===== config.mk =====
export PLATFORM = sky130hd
export DESIGN_NAME = otter_dcache_responder
export DESIGN_NICKNAME = d
export VERILOG_FILES = /design/src/rtl/otter_dcache_responder.sv
export SDC_FILE = /design/constraint.sdc
export NUM_CORES = 1
export LEC_CHECK = 0
export ABC_AREA = 1
export CAP_MARGIN = 30
export CORE_MARGIN = 4
export CORE_UTILIZATION = 60
export CTS_CLUSTER_SIZE = 8
export DETAILED_ROUTE_END_ITERATION = 8
export PLACE_DENSITY = 0.76
export SYNTH_ARGS = -nofsm -noshare
export SYNTH_HDL_FRONTEND = slang
export SYNTH_SLANG_ARGS = --single-unit

===== constraint.sdc =====
create_clock -name MEM_CLK -period 5.8 [get_ports MEM_CLK]
set_clock_uncertainty 0.1 [all_clocks]
set_input_delay 1.16 -clock MEM_CLK [delete_from_list [all_inputs] [get_ports MEM_CLK]]
set_output_delay 1.16 -clock MEM_CLK [all_outputs]
set_load 0.01 [all_outputs]

===== src/rtl/otter_dcache_responder.sv =====
// OTTER data-port responder: direct-mapped, write-back, write-allocate cache, one word per line.
// Define DCACHE_PERF_EN to add the saturating hit_cnt/miss_cnt outputs.
module otter_dcache_responder #(
   parameter int INDEX_W = 4
) (
   input  logic        MEM_CLK,
   input  logic        MEM_RST,
   input  logic        MEM_RDEN2,
   input  logic        MEM_WE2,
   input  logic [31:0] MEM_ADDR2,
   input  logic [31:0] MEM_DIN2,
   input  logic [1:0]  MEM_SIZE,
   input  logic        MEM_SIGN,
   output logic [31:0] MEM_DOUT2,
   output logic        MEM_VALID2,
   output logic        ERR,
   output logic        bk_req,
   output logic        bk_we,
   output logic [29:0] bk_addr,
   output logic [31:0] bk_wdata,
   input  logic [31:0] bk_rdata,
`ifdef DCACHE_PERF_EN
   output logic [31:0] hit_cnt,
   output logic [31:0] miss_cnt,
`endif
   input  logic        bk_ack
);

   localparam int LINES = 1 << INDEX_W;
   localparam int TAG_W = 30 - INDEX_W;

   typedef enum logic [1:0] {IDLE, WB, REFILL} state_e;

   state_e              state_q, state_d;
   logic [LINES-1:0]    valid_q, valid_d;
   logic [LINES-1:0]    dirty_q, dirty_d;
   logic [TAG_W-1:0]    tag_q  [LINES];
   logic [31:0]         data_q [LINES];

   logic                active, isStore, isLoad;
   logic [INDEX_W-1:0]  idx;
   logic [TAG_W-1:0]    reqTag;
   logic                hit, idleHit, idleMiss;
   logic [31:0]         curWord, mergedWord, lineWdata;
   logic [7:0]          byteLane;
   logic [15:0]         halfLane;
   logic                lineWe, tagWe;

   assign active  = MEM_RDEN2 | MEM_WE2;
   assign isStore = MEM_WE2;
   assign isLoad  = MEM_RDEN2 & ~MEM_WE2;
   assign idx     = MEM_ADDR2[INDEX_W+1:2];
   assign reqTag  = MEM_ADDR2[31:INDEX_W+2];

   assign ERR = active && ((MEM_SIZE == 2'd3) ||
                           ((MEM_SIZE == 2'd1) && MEM_ADDR2[0]) ||
                           ((MEM_SIZE == 2'd2) && (MEM_ADDR2[1:0] != 2'b00)));

   assign curWord  = data_q[idx];
   assign hit      = valid_q[idx] && (tag_q[idx] == reqTag);
   assign idleHit  = (state_q == IDLE) && active && !ERR && hit;
   assign idleMiss = (state_q == IDLE) && active && !ERR && !hit;
   assign byteLane = curWord[{MEM_ADDR2[1:0], 3'b000} +: 8];
   assign halfLane = curWord[{MEM_ADDR2[1], 4'b0000} +: 16];

   always_ff @(posedge MEM_CLK or posedge MEM_RST) begin
      if (MEM_RST) begin
         state_q <= IDLE;
         valid_q <= '0;
         dirty_q <= '0;
      end else begin
         state_q <= state_d;
         valid_q <= valid_d;
         dirty_q <= dirty_d;
      end
   end

   always_comb begin
      state_d = state_q;
      case (state_q)
         IDLE:    if (idleMiss) state_d = (valid_q[idx] && dirty_q[idx]) ? WB : REFILL;
         WB:      if (bk_ack) state_d = REFILL;
         REFILL:  if (bk_ack) state_d = IDLE;
         default: state_d = IDLE;
      endcase
   end

   always_comb begin
      mergedWord = curWord;
      case (MEM_SIZE)
         2'd0:    mergedWord[{MEM_ADDR2[1:0], 3'b000} +: 8] = MEM_DIN2[7:0];
         2'd1:    mergedWord[{MEM_ADDR2[1], 4'b0000} +: 16] = MEM_DIN2[15:0];
         default: mergedWord = MEM_DIN2;
      endcase
   end

   // Line updates: write-back clears dirty, refill installs a clean line, store hit merges and dirties.
   always_comb begin
      valid_d   = valid_q;
      dirty_d   = dirty_q;
      lineWe    = 1'b0;
      tagWe     = 1'b0;
      lineWdata = mergedWord;
      if ((state_q == WB) && bk_ack) begin
         dirty_d[idx] = 1'b0;
      end
      if ((state_q == REFILL) && bk_ack) begin
         valid_d[idx] = 1'b1;
         dirty_d[idx] = 1'b0;
         lineWe       = 1'b1;
         tagWe        = 1'b1;
         lineWdata    = bk_rdata;
      end
      if (idleHit && isStore) begin
         dirty_d[idx] = 1'b1;
         lineWe       = 1'b1;
      end
   end

   always_ff @(posedge MEM_CLK) begin
      if (lineWe) data_q[idx] <= lineWdata;
      if (tagWe)  tag_q[idx]  <= reqTag;
   end

   always_comb begin
      MEM_VALID2 = idleHit;
      MEM_DOUT2  = '0;
      bk_req     = (state_q != IDLE);
      bk_we      = (state_q == WB);
      bk_addr    = {reqTag, idx};
      bk_wdata   = curWord;
      if (state_q == WB) bk_addr = {tag_q[idx], idx};
      if (idleHit && isLoad) begin
         case (MEM_SIZE)
            2'd0:    MEM_DOUT2 = {{24{byteLane[7] & ~MEM_SIGN}}, byteLane};
            2'd1:    MEM_DOUT2 = {{16{halfLane[15] & ~MEM_SIGN}}, halfLane};
            default: MEM_DOUT2 = curWord;
         endcase
      end
   end

`ifdef DCACHE_PERF_EN
   logic [31:0] hitCnt_q, missCnt_q;

   always_ff @(posedge MEM_CLK or posedge MEM_RST) begin
      if (MEM_RST) begin
         hitCnt_q  <= '0;
         missCnt_q <= '0;
      end else begin
         if (idleHit && (hitCnt_q != 32'hFFFF_FFFF)) hitCnt_q <= hitCnt_q + 32'd1;
         if ((state_q == IDLE) && (state_d != IDLE) && (missCnt_q != 32'hFFFF_FFFF))
            missCnt_q <= missCnt_q + 32'd1;
      end
   end

   assign hit_cnt  = hitCnt_q;
   assign miss_cnt = missCnt_q;
`endif

endmodule

* Word level (Yosys, flattened, before mapping) *
Memories as Yosys holds them, arrays and structs flattened.
Cells that the tools add are included.
W data, S select, Z words.

storage, ports and cells
  memories kept = 2
  logic and storage cells = 85
  bits of input ports = 104
  register bits after elaboration = 34
  memory bits (writable) = 928
  output and inout bits = 98

memory list
  memory  words  bits a word  read ports  clocked after memory_dff  write ports  line  text
  data_q  16     32           1           0                         1            38    logic [31:0] data_q [LINES];
  tag_q   16     26           1           0                         1            37    logic [TAG_W-1:0] tag_q [LINES];

operators by class
  multiplexer cells = 27
  order comparisons = 2
  eq/ne operators = 9
  bitwise logic cells = 11
  reduce and logical (&&, ||, !) cells = 23
  shifts and indexed selects = 6
  add/subtract/negate cells = 2

operators with widths
  kind                       number
  $pmux W32 S2               2
  $bwmux W32                 2
  $mux W32                   2
  $mux W16                   3
  $and A16 B16 Y16           2
  $or A16 B16 Y16            2
  $shift A16 B7 Y32 const A  1
  $shift A8 B7 Y32 const A   1
  $shiftx A16 B7 Y32         1
  $shiftx A32 B6 Y16         1
  $shiftx A32 B6 Y8          1
  $shiftx A8 B7 Y32          1
  $mux W30                   1
  $eq A26 B26 Y1             1
  $not A16 Y16               1
  $logic_and A1 B1 Y1        14
  $neg A5 Y7                 2
  $mux W1                    9
  $bmux W1 S4                2
  $mux W2                    4
  $eq A2 B2 Y1 const B       3
  $pmux W2 S3                1
  $lt A4 B5 Y1 const B       1
  $demux W1 S4               1
  other kinds (12)           21

* Longest topological paths before layout *
  depth in word-level cells = 12
  gate-level depth with buffers = 21
  gate-level depth less buffers = 19

* Least setup slack after synthesis *
No wires, ideal clock.

  path type = input-to-reg
  from = in MEM_ADDR2[1]
  to = mem data_q[13][0] (enable)
  setup slack = 376 ps
  arrival time = 4666 ps
  setup time = 658 ps
  stages on the path = 12
  buffers on the path = 4
  path through = clkbuf_1 > inv_1 > clkbuf_1 > clkbuf_1 > ha_1 > clkbuf_1 > a2111oi_0 > nor3_1 > inv_1 > nor3_4 > nand3_1 > o21ai_0

between the ends
  longest elaborated chain between the ends = 11

ends and longest elaborated chain
  what                               line  text
  from (decl)                        10    input logic [31:0] MEM_ADDR2,
  $reduce_bool A2 Y1                 57    ((MEM_SIZE == 2'd2) && (MEM_ADDR2[1:0] != 2'b00)));
  $logic_and A1 B1 Y1                57
  $logic_or A1 B1 Y1                 56    ((MEM_SIZE == 2'd1) && MEM_ADDR2[0]) ||
  $logic_and A1 B1 Y1                55    assign ERR = active && ((MEM_SIZE == 2'd3) ||
  net ERR                            16    output logic ERR,
  $logic_not A1 Y1                   61    assign idleHit = (state_q == IDLE) && active && !ERR && hit;
  $logic_and A1 B1 Y1 (2 in series)  61
  net MEM_VALID2                     15    output logic MEM_VALID2,
  $logic_and A1 B1 Y1                114   if (idleHit && isStore) begin
  $mux W1                            114
  $mux W1                            121   if (lineWe) data_q[idx] <= lineWdata;
  $mux W1 (not written as such)      121
  to (decl)                          38

The timed path passes the listed nets, and every way through them passes these cells.

* Worst setup path in the final report *
  from = in MEM_ADDR2[4]
  to = out MEM_DOUT2[9]

between the ends
  longest elaborated chain between the ends = 6

ends and longest elaborated chain
  what                                                     line  text
  branches (longest 5 deep; another with $mem_v2 Z16 W32)  -
  $mux W32 (*)                                             133   if (idleHit && isLoad) begin
  to (decl)                                                14    output logic [31:0] MEM_DOUT2,

Every way passes the cells marked *. The select of a mux whose other input is x is not followed.

==> impl_summary.log <==
INFO  metric status = finished clean
INFO  metric hold_path_depth = 2
INFO  metric timing.max_cap.violations = 0
INFO  metric layout.cell_area.non_filler = 49800 um^2
INFO  metric timing.max_slew.rel_slack = roughly 44%
INFO  metric post_synth_num_cell_types = 42
INFO  metric switching_share = 25.1%
INFO  metric path_clk_slew = 50 ps
INFO  metric hold-worst-slack = ~340 ps
INFO  metric ys_ff_latch = just under 1000
INFO  metric cell_internal_pwr = 13000 uW
INFO  metric clock_power_share = 41.5%
INFO  metric share_of_final_layout_standard_cells_stronger_than_drive_strength_1 = 11.4%
INFO  metric design.portCount = between 200 and 250
INFO  metric drt-initial-drc-count = 4065
INFO  metric endpoint_kind = output pin
INFO  metric worst_r2r_path_depth = 18
INFO  metric synth_nets = around 3800
INFO  metric post_drt_via_cell_ratio = 6.22
INFO  metric final_min_period_over_clock_period = 97.3%
INFO  metric register_to_register_path_setup_slack = 1950 ps
INFO  metric synthesis.instances = 3704
INFO  metric initial_utilization = around three fifths
INFO  metric ys_warnings = 0
INFO  metric grt_use_total = roughly a third
INFO  metric route.detailed.drc = 0
INFO  metric grt-ovfl-total = 0
INFO  metric slew_viol_final = 0
INFO  metric power.share.sequential = 46.9%
INFO  metric syn_area_per_cell = between 10 and 15 um^2
INFO  metric core = approximately 68000 um^2
INFO  metric dp_hpwl = between 70000 and 80000 um
INFO  metric gpl.final_weighted_congestion = 0.996
INFO  metric worst_pin_slew = 838 ps
INFO  metric tritoncts_num_sinks = 962
INFO  metric grt_antenna_before_repair = 0
INFO  metric yosys_most_used_dff = sky130_fd_sc_hd__edfxtp_1
INFO  metric synth_async_sr_flop_share = under 10%
INFO  metric worst_case_setup_margin_in_the_final_layout = 158 ps
INFO  metric seq_area_frac_synth = 69.8%
INFO  metric clock_tree.htree_level_count = 4
INFO  metric wl_per_cell = 25.4 um
INFO  metric ys_top_cells_by_area = sky130_fd_sc_hd__edfxtp_1, sky130_fd_sc_hd__nand2_1, sky130_fd_sc_hd__a22oi_1, sky130_fd_sc_hd__dfrtp_1, sky130_fd_sc_hd__o21ai_0
INFO  metric cts_buffers = 138
INFO  metric crit_type = in -> out
INFO  metric count_of_standard_cell_rows = 95
INFO  metric hold_buf_count_cts = 0
INFO  metric maximum_operating_frequency = 177 MHz
INFO  metric pre_cts_slack = -208 ps
INFO  metric setup_viol_count_final = 0
INFO  metric cts_tree = built
INFO  metric final_hold_viol_count = 0
INFO  metric antenna_violating_nets_post_route = 0
INFO  metric startpoint_type = input port
INFO  metric floorplan.die_area = 72900 um^2
INFO  metric placed_area = roughly 46000 um^2
INFO  metric worst-endpoint-arrival = 4380 ps
INFO  metric netSwitchingPower = 4360 uW
INFO  metric path_type_of_the_worst_min_delay_path = reg -> reg
INFO  metric cp_max_fanout = 19
INFO  metric syn_area = just over 40000 um^2
INFO  metric pin_count_of_the_biggest_net_entering_global_routing = 69
INFO  metric synth_top_area_cell = sky130_fd_sc_hd__edfxtp_1
INFO  metric detailedRoute.firstPassIterationCount = 6
INFO  metric clk_root_buffer_cell = sky130_fd_sc_hd__clkbuf_16
INFO  metric nNetsFinal = 4186
INFO  metric timing.critical_path.to = MEM_DOUT2[9]
INFO  metric final_cell_mix = sky130_fd_sc_hd__nand2_1, sky130_fd_sc_hd__edfxtp_1, sky130_fd_sc_hd__a22oi_1
INFO  metric worstSkewPairLatency = 730 ps
INFO  metric n_antenna_cell = 0
INFO  metric setup_repair_after_global_routing_missed_its_margin = no
INFO  metric port_buffers = ~200
INFO  metric grt_pass1_wl = between 150000 and 200000 um
INFO  metric pwr-share-comb = 11.6%
INFO  metric cp-startpoint = MEM_ADDR2[4]
INFO  metric detailroute.via_count = around 31000
INFO  metric clock_tree.buffer_depth = 3
INFO  metric worstPathRequired = 4540 ps
INFO  metric period_needed = 5640 ps
INFO  metric die_w = 270 um
INFO  metric layout-area-overhead-vs-synth = 21.1%
INFO  metric grt_pass1_vias = 29900
INFO  metric detail_route.wirelength = between 100000 and 150000 um
INFO  metric powerDensity = 349 nW/um^2
INFO  metric synth_enable_flop_cells = around 930
INFO  metric synthDominantCellAreaShare = 67.7%
INFO  metric crit-reg2reg-launch = tag_q[2][3]$_DFFE_PP_
INFO  metric layout.cells.most_common = sky130_fd_sc_hd__nand2_1
INFO  metric vdd_ir_drop_max = between 300 and 400 uV
INFO  metric r2r-end = data_q[3][3]$_DFFE_PP_
INFO  metric fp.dieH = 270 um
INFO  metric cellLeakagePower = approximately 0.020 uW
## flip-flops by register name, summed over array words and instances (netlist names)
| name | flops |
|---|---|
| data_q | 512 |
| dirty_q | 16 |
| state_q | 2 |
| tag_q | 416 |
| valid_q | 16 |
## power by group through the flow
| stage | clock network, uW | logic, uW | registers [uW] |
|---|---|---|---|
| 4_1_cts | 7270 | 1960 | 8140 |
| 2_1_floorplan | 0 | 975 | 8250 |
| 3_3_place_gp | 0 | 1900 | 8260 |
| 3_5_place_dp | 0 | 1940 | 8270 |
| 6_report | 7210 | 2010 | 8140 |
| 5_1_grt | 7590 | 2150 | 8150 |
## final cells by class
cell class              count  area, um^2
repair buffers            434        4390
well taps                 873        1090
multi-input cells        2391       11200
clock buffers             162        3560
inverters                 150         587
clock inverters            15         295
flip-flops and latches    962       28700
fillers                  4291       17800
## cell families (layout without fill, tap and decap cells)
group                    after synthesis  in the layout  share of synthesized area [%]
adder cells (fa/ha/maj)                5              5                          0.152
flip-flops                           962            962                           69.8
buffers and inverters                351            761                           3.66
AND/OR/NAND/NOR                     1817           1817                           17.4
multiplexers                           4              4                         0.0973
AO/OA/AOI/OAI                        565            565                           8.94
## through the flow
step / total power (uW) / setup TNS [ps] / utilization (%) / cells
final: 17400 / 0 / 73.7 / 4987
after global placement: 10200 / -660 / 67.6 / 4796
after CTS: 17400 / 0 / 73.4 / 4981
after floorplan: 9230 / 0 / - / 3704
after global routing: 17900 / 0 / 73.7 / 4987
after detailed placement: 10200 / -3750 / 67.6 / 4796
## what timing repair did
| item | CTS | global route |
|---|---|---|
| gates resized for setup | 7 | 43 |
| endpoints found under the setup margin | 32 | 32 |
| pin swaps | 4 | 3 |
| setup buffers | 8 | 5 |
| cloned | 0 | 1 |
## routing by layer
metal,part of all wire (%),up-vias,track usage [%]
li1,-,13700,-
met2,48,2158,54.6
met4,4.5,0,15.4
met5,0,-,0
met1,36,14800,44.7
met3,12,362,8.02
## worst min path at each step
stage	end	start	slack, ps
2_1_floorplan	valid_q[1]$_DFFE_PP0P_	valid_q[1]$_DFFE_PP0P_	320
3_3_place_gp	valid_q[1]$_DFFE_PP0P_	valid_q[1]$_DFFE_PP0P_	330
3_5_place_dp	valid_q[3]$_DFFE_PP0P_	valid_q[3]$_DFFE_PP0P_	330
4_1_cts	valid_q[1]$_DFFE_PP0P_	valid_q[1]$_DFFE_PP0P_	350
5_1_grt	valid_q[3]$_DFFE_PP0P_	valid_q[3]$_DFFE_PP0P_	360
6_report	valid_q[1]$_DFFE_PP0P_	valid_q[1]$_DFFE_PP0P_	340
## critical path: stages
cell,delay [ps]
sky130_fd_sc_hd__clkdlybuf4s50_1,490
sky130_fd_sc_hd__buf_4,140
sky130_fd_sc_hd__nand2_1,130
sky130_fd_sc_hd__inv_4,170
sky130_fd_sc_hd__buf_12,170
sky130_fd_sc_hd__buf_12,190
sky130_fd_sc_hd__o21ai_0,160
sky130_fd_sc_hd__nand2_1,90
sky130_fd_sc_hd__o21ai_0,90
sky130_fd_sc_hd__nand2_1,170
sky130_fd_sc_hd__nand2_1,70
sky130_fd_sc_hd__nand3_1,140
sky130_fd_sc_hd__nand2_2,140
sky130_fd_sc_hd__o21ai_0,110
sky130_fd_sc_hd__buf_4,150
sky130_fd_sc_hd__o21ai_0,100
sky130_fd_sc_hd__nor2_1,130
sky130_fd_sc_hd__clkdlybuf4s50_1,550
## cell usage after synthesis (2+ instances only)
library cell	n
sky130_fd_sc_hd__nand2_1	1524
sky130_fd_sc_hd__edfxtp_1	928
sky130_fd_sc_hd__a22oi_1	234
sky130_fd_sc_hd__o21ai_0	170
sky130_fd_sc_hd__nor2_1	148
sky130_fd_sc_hd__inv_1	143
sky130_fd_sc_hd__clkbuf_1	98
sky130_fd_sc_hd__nand3_1	63
sky130_fd_sc_hd__a21oi_1	60
sky130_fd_sc_hd__buf_2	49
sky130_fd_sc_hd__nand4_1	37
sky130_fd_sc_hd__dfrtp_1	34
sky130_fd_sc_hd__o211ai_1	30
sky130_fd_sc_hd__buf_1	27
sky130_fd_sc_hd__o2111ai_1	25
sky130_fd_sc_hd__buf_4	21
sky130_fd_sc_hd__o31ai_1	16
sky130_fd_sc_hd__nor3_1	12
sky130_fd_sc_hd__o21bai_1	11
sky130_fd_sc_hd__nor3_2	9
sky130_fd_sc_hd__or2_2	9
sky130_fd_sc_hd__o21ai_1	7
sky130_fd_sc_hd__buf_6	6
sky130_fd_sc_hd__clkinv_1	5
sky130_fd_sc_hd__ha_1	5
sky130_fd_sc_hd__nor2_2	5
sky130_fd_sc_hd__mux2i_1	4
sky130_fd_sc_hd__a211oi_1	3
sky130_fd_sc_hd__nand2_2	3
sky130_fd_sc_hd__o221ai_1	3
sky130_fd_sc_hd__a31oi_1	2
sky130_fd_sc_hd__nor3_4	2
sky130_fd_sc_hd__o22ai_1	2
No activity file was read; power rests on OpenSTA's default activity.
